## src/rtl/decode_stage.sv

```systemverilog
// RV32I instruction-decode stage with ID/EX pipeline register.
// Holds the architectural register file (with optional write-back bypass),
// decodes every RV32I format, and detects load-use hazards against the
// instruction currently sitting in ID/EX.
module decode_stage #(
  parameter  int XLEN      = 32,
  parameter  int NREGS     = 32,
  parameter  int WB_BYPASS = 1,
  parameter  int HAZARD_EN = 1,
  localparam int RA_W      = $clog2(NREGS)
) (
  input  logic            clk,
  input  logic            reset,
  input  logic            if_id_valid,
  input  logic [31:0]     if_id_inst,
  input  logic [XLEN-1:0] if_id_pc,
  input  logic            stall,
  input  logic            flush,
  input  logic            wb_we,
  input  logic [RA_W-1:0] wb_rd,
  input  logic [XLEN-1:0] wb_data,
  output logic            hazard_stall,
  output logic            id_ex_valid,
  output logic [XLEN-1:0] id_ex_pc,
  output logic [XLEN-1:0] reg1,
  output logic [XLEN-1:0] reg2,
  output logic [XLEN-1:0] imm,
  output logic [RA_W-1:0] rs1,
  output logic [RA_W-1:0] rs2,
  output logic [RA_W-1:0] rd,
  output logic [6:0]      opcode,
  output logic [2:0]      funct3,
  output logic [3:0]      alu_op,
  output logic            alu_src,
  output logic            reg_write,
  output logic            mem_read,
  output logic            mem_write,
  output logic            branch,
  output logic            jump,
  output logic            illegal
);

  localparam logic [6:0] OPC_LOAD   = 7'h03;
  localparam logic [6:0] OPC_IMM    = 7'h13;
  localparam logic [6:0] OPC_AUIPC  = 7'h17;
  localparam logic [6:0] OPC_STORE  = 7'h23;
  localparam logic [6:0] OPC_OP     = 7'h33;
  localparam logic [6:0] OPC_LUI    = 7'h37;
  localparam logic [6:0] OPC_BRANCH = 7'h63;
  localparam logic [6:0] OPC_JALR   = 7'h67;
  localparam logic [6:0] OPC_JAL    = 7'h6F;

  localparam logic [3:0] ALU_ADD   = 4'd0;
  localparam logic [3:0] ALU_SUB   = 4'd1;
  localparam logic [3:0] ALU_SLL   = 4'd2;
  localparam logic [3:0] ALU_SLT   = 4'd3;
  localparam logic [3:0] ALU_SLTU  = 4'd4;
  localparam logic [3:0] ALU_XOR   = 4'd5;
  localparam logic [3:0] ALU_SRL   = 4'd6;
  localparam logic [3:0] ALU_SRA   = 4'd7;
  localparam logic [3:0] ALU_OR    = 4'd8;
  localparam logic [3:0] ALU_AND   = 4'd9;
  localparam logic [3:0] ALU_PASSB = 4'd10;

  // Rounded up to a power of two so every RA_W-bit index is in range.
  localparam int RF_DEPTH = 2 ** RA_W;

  typedef struct packed {
    logic            valid;
    logic [XLEN-1:0] pc;
    logic [XLEN-1:0] reg1;
    logic [XLEN-1:0] reg2;
    logic [XLEN-1:0] imm;
    logic [RA_W-1:0] rs1;
    logic [RA_W-1:0] rs2;
    logic [RA_W-1:0] rd;
    logic [6:0]      opcode;
    logic [2:0]      funct3;
    logic [3:0]      alu_op;
    logic            alu_src;
    logic            reg_write;
    logic            mem_read;
    logic            mem_write;
    logic            branch;
    logic            jump;
    logic            illegal;
  } id_ex_t;

  logic [XLEN-1:0] rf_q [RF_DEPTH];
  logic [XLEN-1:0] rf_d [RF_DEPTH];

  id_ex_t id_ex_q, id_ex_d, dec;

  logic [6:0]      opc_in;
  logic [2:0]      f3_in;
  logic [RA_W-1:0] rs1_in, rs2_in, rd_in;
  logic [31:0]     imm32;
  logic [XLEN-1:0] imm_ext;
  logic [XLEN-1:0] rd1_val, rd2_val;
  logic            uses_rs1, uses_rs2;
  logic            load_use;

  assign opc_in  = if_id_inst[6:0];
  assign f3_in   = if_id_inst[14:12];
  assign rs1_in  = if_id_inst[15 +: RA_W];
  assign rs2_in  = if_id_inst[20 +: RA_W];
  assign rd_in   = if_id_inst[7 +: RA_W];
  assign imm_ext = XLEN'($signed(imm32));

  // funct3 to ALU op; SUB only exists for register-register ops, shifts pick SRA via bit 30.
  function automatic logic [3:0] alu_sel(input logic [2:0] f3, input logic b30,
                                         input logic is_reg);
    logic [3:0] op;
    case (f3)
      3'd0:    op = (is_reg && b30) ? ALU_SUB : ALU_ADD;
      3'd1:    op = ALU_SLL;
      3'd2:    op = ALU_SLT;
      3'd3:    op = ALU_SLTU;
      3'd4:    op = ALU_XOR;
      3'd5:    op = b30 ? ALU_SRA : ALU_SRL;
      3'd6:    op = ALU_OR;
      default: op = ALU_AND;
    endcase
    return op;
  endfunction

  // Register file next state: x0 is never written.
  always_comb begin
    rf_d = rf_q;
    if (wb_we && (wb_rd != '0)) begin
      rf_d[wb_rd] = wb_data;
    end
  end

  // Register file storage; deliberately not reset.
  always_ff @(posedge clk) begin
    rf_q <= rf_d;
  end

  // Operand reads: x0 reads zero, optional same-cycle bypass of the write-back port.
  always_comb begin
    rd1_val = '0;
    rd2_val = '0;
    if (rs1_in != '0) begin
      rd1_val = rf_q[rs1_in];
      if ((WB_BYPASS != 0) && wb_we && (wb_rd == rs1_in)) begin
        rd1_val = wb_data;
      end
    end
    if (rs2_in != '0) begin
      rd2_val = rf_q[rs2_in];
      if ((WB_BYPASS != 0) && wb_we && (wb_rd == rs2_in)) begin
        rd2_val = wb_data;
      end
    end
  end

  // Immediate extraction by instruction format (32-bit, sign-extended to XLEN above).
  always_comb begin
    imm32 = '0;
    case (opc_in)
      OPC_IMM, OPC_LOAD, OPC_JALR:
        imm32 = {{20{if_id_inst[31]}}, if_id_inst[31:20]};
      OPC_STORE:
        imm32 = {{20{if_id_inst[31]}}, if_id_inst[31:25], if_id_inst[11:7]};
      OPC_BRANCH:
        imm32 = {{19{if_id_inst[31]}}, if_id_inst[31], if_id_inst[7],
                 if_id_inst[30:25], if_id_inst[11:8], 1'b0};
      OPC_LUI, OPC_AUIPC:
        imm32 = {if_id_inst[31:12], 12'b0};
      OPC_JAL:
        imm32 = {{11{if_id_inst[31]}}, if_id_inst[31], if_id_inst[19:12],
                 if_id_inst[20], if_id_inst[30:21], 1'b0};
      default:
        imm32 = '0;
    endcase
  end

  // Full decode of the IF/ID instruction into an ID/EX record.
  always_comb begin
    dec           = '0;
    dec.valid     = if_id_valid;
    dec.pc        = if_id_pc;
    dec.reg1      = rd1_val;
    dec.reg2      = rd2_val;
    dec.imm       = imm_ext;
    dec.rs1       = rs1_in;
    dec.rs2       = rs2_in;
    dec.rd        = rd_in;
    dec.opcode    = opc_in;
    dec.funct3    = f3_in;
    case (opc_in)
      OPC_OP: begin
        dec.alu_op    = alu_sel(f3_in, if_id_inst[30], 1'b1);
        dec.reg_write = 1'b1;
      end
      OPC_IMM: begin
        dec.alu_op    = alu_sel(f3_in, if_id_inst[30], 1'b0);
        dec.alu_src   = 1'b1;
        dec.reg_write = 1'b1;
      end
      OPC_LOAD: begin
        dec.alu_op    = ALU_ADD;
        dec.alu_src   = 1'b1;
        dec.reg_write = 1'b1;
        dec.mem_read  = 1'b1;
      end
      OPC_STORE: begin
        dec.alu_op    = ALU_ADD;
        dec.alu_src   = 1'b1;
        dec.mem_write = 1'b1;
      end
      OPC_BRANCH: begin
        dec.alu_op = ALU_SUB;
        dec.branch = 1'b1;
      end
      OPC_LUI: begin
        dec.alu_op    = ALU_PASSB;
        dec.alu_src   = 1'b1;
        dec.reg_write = 1'b1;
      end
      OPC_AUIPC: begin
        dec.alu_op    = ALU_ADD;
        dec.alu_src   = 1'b1;
        dec.reg_write = 1'b1;
      end
      OPC_JAL, OPC_JALR: begin
        dec.alu_op    = ALU_ADD;
        dec.alu_src   = 1'b1;
        dec.reg_write = 1'b1;
        dec.jump      = 1'b1;
      end
      default: begin
        dec.illegal = 1'b1;
      end
    endcase
  end

  // Load-use detection against the load currently held in ID/EX.
  always_comb begin
    uses_rs1 = !((opc_in == OPC_LUI) || (opc_in == OPC_AUIPC) || (opc_in == OPC_JAL));
    uses_rs2 = (opc_in == OPC_OP) || (opc_in == OPC_STORE) || (opc_in == OPC_BRANCH);
    load_use = if_id_valid && id_ex_q.valid && id_ex_q.mem_read && (id_ex_q.rd != '0) &&
               ((uses_rs1 && (rs1_in == id_ex_q.rd)) || (uses_rs2 && (rs2_in == id_ex_q.rd)));
  end

  assign hazard_stall = (HAZARD_EN != 0) && load_use;

  // ID/EX next state: hold on stall, otherwise load decode, bubbling controls on flush/hazard.
  always_comb begin
    id_ex_d = id_ex_q;
    if (!stall) begin
      id_ex_d = dec;
      if (flush || hazard_stall) begin
        id_ex_d.valid     = 1'b0;
        id_ex_d.alu_op    = '0;
        id_ex_d.alu_src   = 1'b0;
        id_ex_d.reg_write = 1'b0;
        id_ex_d.mem_read  = 1'b0;
        id_ex_d.mem_write = 1'b0;
        id_ex_d.branch    = 1'b0;
        id_ex_d.jump      = 1'b0;
        id_ex_d.illegal   = 1'b0;
      end
    end
  end

  // ID/EX pipeline register with synchronous reset.
  always_ff @(posedge clk) begin
    if (reset) begin
      id_ex_q <= '0;
    end else begin
      id_ex_q <= id_ex_d;
    end
  end

  assign id_ex_valid = id_ex_q.valid;
  assign id_ex_pc    = id_ex_q.pc;
  assign reg1        = id_ex_q.reg1;
  assign reg2        = id_ex_q.reg2;
  assign imm         = id_ex_q.imm;
  assign rs1         = id_ex_q.rs1;
  assign rs2         = id_ex_q.rs2;
  assign rd          = id_ex_q.rd;
  assign opcode      = id_ex_q.opcode;
  assign funct3      = id_ex_q.funct3;
  assign alu_op      = id_ex_q.alu_op;
  assign alu_src     = id_ex_q.alu_src;
  assign reg_write   = id_ex_q.reg_write;
  assign mem_read    = id_ex_q.mem_read;
  assign mem_write   = id_ex_q.mem_write;
  assign branch      = id_ex_q.branch;
  assign jump        = id_ex_q.jump;
  assign illegal     = id_ex_q.illegal;

endmodule

```

## config.mk

```make
export PLATFORM = sky130hd
export DESIGN_NAME = decode_stage
export DESIGN_NICKNAME = d
export VERILOG_FILES = /design/src/rtl/decode_stage.sv
export SDC_FILE = /design/constraint.sdc
export NUM_CORES = 2
export LEC_CHECK = 0
export BUFFER_PORTS_ARGS = -buffer_cell sky130_fd_sc_hd__buf_4
export CAP_MARGIN = 10
export CORE_UTILIZATION = 28
export DETAILED_ROUTE_END_ITERATION = 6
export HOLD_SLACK_MARGIN = 0.15
export PLACE_DENSITY = 0.46
export SETUP_SLACK_MARGIN = 0.02
export SYNTH_ARGS = -nofsm -noshare
export SYNTH_HDL_FRONTEND = slang
export SYNTH_SLANG_ARGS = --single-unit
```

## constraint.sdc

```tcl
create_clock -name clk -period 4.4 [get_ports clk]
set_clock_uncertainty 0.1 [all_clocks]
set_input_delay 0.66 -clock clk [delete_from_list [all_inputs] [get_ports clk]]
set_output_delay 0.66 -clock clk [all_outputs]
set_load 0.01 [all_outputs]
```

* Word level (Yosys, flattened, before mapping)
Index checks and enable logic that the tools add are counted.
W data, S select, Z words.
** Operators by class
- Add/subtract/negate cells :: 0
- Multipliers :: 0
- Divide/modulo/power cells :: 0
- Magnitude comparators :: 4
- Eq/ne operators :: 19
- Shifts and indexed selects :: 0
- Mux-type cells :: 28
- Bitwise logic cells :: 3
- Reduce and logical (&&, ||, !) cells :: 28
** Operators by type and width (number)
- $bwmux W1024 :: 1
- $bmux W32 S5 :: 2
- $mux W32 :: 9
- $demux W32 S5 :: 1
- $pmux W32 S5 :: 1
- $pmux W4 S7 :: 2
- $eq A7 B6 Y1 const B :: 3
- $eq A7 B7 Y1 const B :: 3
- $eq A5 B5 Y1 :: 4
- $reduce_bool A5 Y1 :: 4
- $ge A6 B6 Y1 const B :: 3
- $not A5 Y6 :: 3
- $pmux W4 S4 :: 1
- $eq A7 B5 Y1 const B :: 2
- $reduce_or A7 Y1 :: 2
- $mux W11 :: 1
- $logic_and A1 B1 Y1 :: 10
- $mux W1 :: 10
- $eq A3 B3 Y1 const B :: 3
- $reduce_or A9 Y1 :: 1
- $eq A7 B2 Y1 const B :: 1
- $eq A3 B2 Y1 const B :: 2
- $logic_or A1 B1 Y1 :: 6
- $lt A6 B1 Y1 const B :: 1
- 5 further kinds :: 6
** Word-level totals
- Register bits after elaboration :: 1189
- Bits in latches :: 0
- RAM bits :: 0
- ROM bits :: 0
- Input bits :: 107
- Logic and storage cells :: 132
- Memories :: 0

* Longest topological paths before layout
- Depth after elaboration :: 9
- Depth in mapped cells :: 9
- Mapped depth without buffers :: 6

* Worst setup path after synthesis
Ideal clock, no wire load.
- Path kind :: input to register
- From :: input port wb_we
- To :: register rf_q[100] (netlist bit), enable pin
- Library setup time :: 421 ps
- Data arrival time :: 2828 ps
- Required time :: 3879 ps
- Slack :: 1051 ps
- Stages on the path :: 4
- Path buffers :: 2
- Path through :: clkbuf_1 or3b_2 clkbuf_1 nor2_1
** Between the ends
- Longest elaborated chain between the ends :: 1
** Ends and longest elaborated chain
- from (decl) :: RTL line 19 : input logic wb_we,
- $logic_and A1 B1 Y1 :: RTL line 130 : if (wb_we && (wb_rd != '0)) begin
- to (signal assigned) :: RTL line 137 : rf_q <= rf_d;
- to (decl) :: RTL line 89 : logic [XLEN-1:0] rf_q [RF_DEPTH];
Every way passes these cells.
A chain may end at the register's enable or synchronous reset.

* Worst setup path after layout
- From :: input port if_id_inst[4]
- To :: output port hazard_stall
** Between the ends
- Longest elaborated chain between the ends :: 7
** Ends and longest elaborated chain
- from (decl) :: RTL line 15 : input logic [31:0] if_id_inst,
- $eq A7 B6 Y1 or $eq A7 B5 Y1 (tied branches) :: RTL line 241 : uses_rs1 = !((opc_in == OPC_LUI) || (opc_in == OPC_AUIPC) || (opc_in == OPC_JAL));
- $logic_or A1 B1 Y1 (2 in series) :: RTL line 241
- $logic_not A1 Y1 :: RTL line 241
- $logic_and A1 B1 Y1 :: RTL line 244 : ((uses_rs1 && (rs1_in == id_ex_q.rd)) || (uses_rs2 && (rs2_in == id_ex_q.rd)));
- $logic_or A1 B1 Y1 * :: RTL line 244
- $logic_and A1 B1 Y1 * :: RTL line 243 : load_use = if_id_valid && id_ex_q.valid && id_ex_q.mem_read && (id_ex_q.rd != '0) &&
- to (decl) :: RTL line 22 : output logic hazard_stall,
Mark *: on every way between the ends. The rest lies on a longest branch, timed or not.

==> results.md <==
- Final Util: between 30% and 40%
- Fin. Hold Viols: 0
- Critical path, cell by cell: dlygate4sd3_1, buf_4, nand4b_1, or3_1, a2111oi_0, o21a_1, buf_4
- Flop pwr share: 48.1%
- Residual DRC count: 0
- Nets: approximately 4000
- Commonest cells in the netlist: edfxtp_1 (1024), mux2i_1 (442), mux4_2 (256)
- Die W: approximately 440 µm
- Initial Utilization: between 20 and 30%
- Critical Path Start Type: primary input
- Multi-input combinational cell area: between 0.015 and 0.02 mm²
- Initial antenna violation count: 12
- # fillers: ~19000
- Fraction of layout cells with a size suffix above 1: about a quarter
- Core Area: approximately 0.19 mm²
- Post-synth top area share: between 50% and 60%
- Outcome: finished clean
- Total congestion overflow: 0
- Die Area: about 0.20 mm²
- CTS tree: yes
- Site Rows: between 150 and 200
- Setup TNS: 0 ps
- Most Frequent Cell on Critical Path: buf_4
- Setup Fix Bufs, Post-CTS: 0
- Clock power frac: approximately 43%
- Worst-Skew Late Latency: around 790 ps
- RSZ-0062 raised after global routing: no
- Maximum clock frequency: about 270 MHz
- Sequential fraction of the synthesis area: between 60% and 70%
- Pre-Repair DR Iteration Count: 7
- Leak: between 20 and 25 nW
- Crit-path slowest cell: a2111oi_0
- Delay of the slowest critical-path stage: between 500 and 600 ps
- CTS Sinks: 1189
- Worst hold stages: 1
- #FFs+latches synth: around 1200
- Max-Cap Viols: 0
- Register Area: ~0.034 mm²
- Top_reg_cell synth: edfxtp_1
- Setup CP Type: in2out
- Antenna Nets Post-Route: 0
- Synth Instances: between 3000 and 4000
- Number of global-route vias before repair: 35880
- WP data required: about 3600 ps
- CTS resizes: 0
- Int Pwr: roughly 20 mW
- CTS Buf Count: approximately 140
- Slew headroom: between 30% and 40%
- Post-synth ARST share: 0%
- Pwr dens: around 400 mW/mm²
- Routed via count: between 30000 and 40000
- PortBufs: ~270
- Area grow syn2layout: 19.93%
- Worst hold slack: ~190 ps
- Crit path from: if_id_inst[4]
- Initial detailed-routing violation count: between 3000 and 4000
- Post-synth cell types: between 50 and 60
- NetSw: around 6.5 mW
- Worst reg2reg endpoint: mem_read$_SDFFE_PP0N_
- Switching part of the total: approximately 25%
- Synth Warn #: 0
- Tmin final: about 3700 ps
- Crit Path Max Fanout: 8
- Hold Crit Class: in2reg
- Vias/cell: ~5.5
- Final Slew Violations: 0
- GR Util All Layers: between 20 and 25%
- GPL Wtd Cong: 0.7801
- WL final: slightly above 200 mm
- Most numerous cell in the Yosys netlist: edfxtp_1
- DR WL/cell: around 31 µm
- I/O pin cnt: approximately 270
- Mapped Avg Cell Area: between 15 and 20 µm²
- Combinational Power Share: a little under a tenth
- First-pass GRT wire length: between 200 and 300 mm
- Chip height: approximately 440 µm
- Detail Placement HPWL: approximately 120 mm
- CTS Buffer Depth: 3
- Crit. End Element: output pin
- Synth area leaders: edfxtp_1 (56%), mux4_2 (11%), mux2i_1 (8.1%)
- WHS Endpoint: rf_q[1018]$_DFFE_PP_
- Peak VDD IR: approximately 320 µV
- Post-synth top area cell: edfxtp_1
- Clk root buf: clkbuf_16
- Clock transition at path regs: 60 ps
- RR Startpoint: rd[0]$_SDFFE_PP0N_
- Min-delay src: wb_data[26]
- Area of the mapped netlist: 0.05450 mm²
- Worst slew pin tran: 994.2 ps
- Post-synth EDFFs: 1024
- Worst Reg-to-Reg Cells: 5
- Largest net degree at the start of global routing: between 100 and 150
- Final setup viols: 0
- CP Data Arrival Time: 2920 ps
- R2r setup slk: 1910 ps
- CTS H-tree depth: 4
- Period Utilization, post-route: 83.59%
[layout make-up]
class	count	area share, %
flip-flops and latches	1189	52.10
diodes	1	0.003828
inverters	5	0.02871
clock buffers	191	5.744
repair buffers	473	6.508
clock inverters	60	0.8728
well taps	2526	4.835
multi-input cells	2077	29.91
[worst max-delay path: cells and delay by family]
| family | cells | cell delay (ps) |
|---|---|---|
| buffers and inverters | 3 | 840 |
| AO/OA/AOI/OAI | 2 | 790 |
| AND/OR/NAND/NOR | 2 | 610 |
[cells by family (layout without fill, tap and decap cells)]
group           Yosys count  after routing  synth area share (%)
compound gates          918            918                 11.00
xor+xnor                 20             20                0.3214
buf+inv                 297            729                 2.390
flops                  1189           1189                 62.48
mux                     826            826                 21.34
other cells               1             33              0.006880
simple gates            281            281                 2.468
[stage by stage]
| step | cell area (µm²) | cells | total power [mW] | setup slack (ps) |
|---|---|---|---|---|
| 3_3_place_gp | 60360 | 6202 | 15.30 | 743.5 |
| 5_1_grt | 65370 | 6522 | 27.13 | 710.3 |
| 3_5_place_dp | 60360 | 6202 | 15.30 | 868.4 |
| 2_1_floorplan | 54620 | 3563 | 14.15 | 1051 |
| 4_1_cts | 65360 | 6521 | 26.55 | 789.6 |
| 6_report | 65370 | 6522 | 26.27 | 722.0 |
[layer usage]
layer  vias up  track usage [%]  wire length, µm
met1     19140            26.85            87670
met2      1253            34.55           100400
li1      15190                -                -
met5         -                0                0
met3       262            3.243            11050
met4         0            5.520             4868
[power groups by stage]
| stage | Combinational (mW) | Clock, mW | Sequential (mW) |
|---|---|---|---|
| after floorplan | 1.32 | 0 | 12.8 |
| after global placement | 2.43 | 0 | 12.9 |
| after detailed placement | 2.43 | 0 | 12.9 |
| after CTS | 2.48 | 11.4 | 12.6 |
| after global routing | 2.62 | 11.9 | 12.7 |
| final | 2.47 | 11.2 | 12.6 |
[worst max-delay path by stage]
stage / endpoint / slack (ps) / cells after the start
after floorplan: rf_q[100]$_DFFE_PP_ / 1050 / 4
after global routing: hazard_stall / 710 / 7
final: hazard_stall / 720 / 7
after global placement: hazard_stall / 740 / 7
after detailed placement: hazard_stall / 870 / 7
after CTS: hazard_stall / 790 / 7
[sequential cells by signal (all words and copies together) (netlist names), 5 cells and up]
signal    cells
rs1           5
id_ex_pc     32
imm          32
rs2           5
rf_q       1024
reg1         32
reg2         32
rd            5
opcode        7
[cells in the final DEF, fill, tap and decap left out, types with 3 or more instances in the layout]
cell type / count
a221oi_1: 164
clkinv_1: 18
nor2_4: 32
o21a_1: 34
and2_1: 13
clkinv_2: 23
clkbuf_16: 140
nor2_1: 101
o221ai_1: 32
or3_1: 34
a21o_1: 32
nand2b_1: 4
and3_1: 3
inv_1: 5
buf_6: 3
dlygate4sd3_1: 68
o21ai_0: 248
clkbuf_8: 9
clkinv_8: 4
nor3_1: 8
mux2_2: 128
o21ai_2: 10
a22oi_1: 169
xnor2_1: 13
inv_16: 4
xor2_1: 7
mux4_2: 256
clkbuf_1: 45
nand3_1: 8
dfxtp_1: 165
bufinv_16: 6
a21oi_1: 216
mux2i_1: 442
nand2_1: 42
edfxtp_1: 1024
nor2b_1: 6
buf_4: 358
nand3b_1: 6
conb_1: 32
buf_12: 39
[repair_timing]
item                                    4_1_cts  5_1_grt
hold endpoints to repair                    227        0
hold buffers                                 68        0
endpoints found under the setup margin        0        0
No activity file was read; power rests on OpenSTA's default activity.
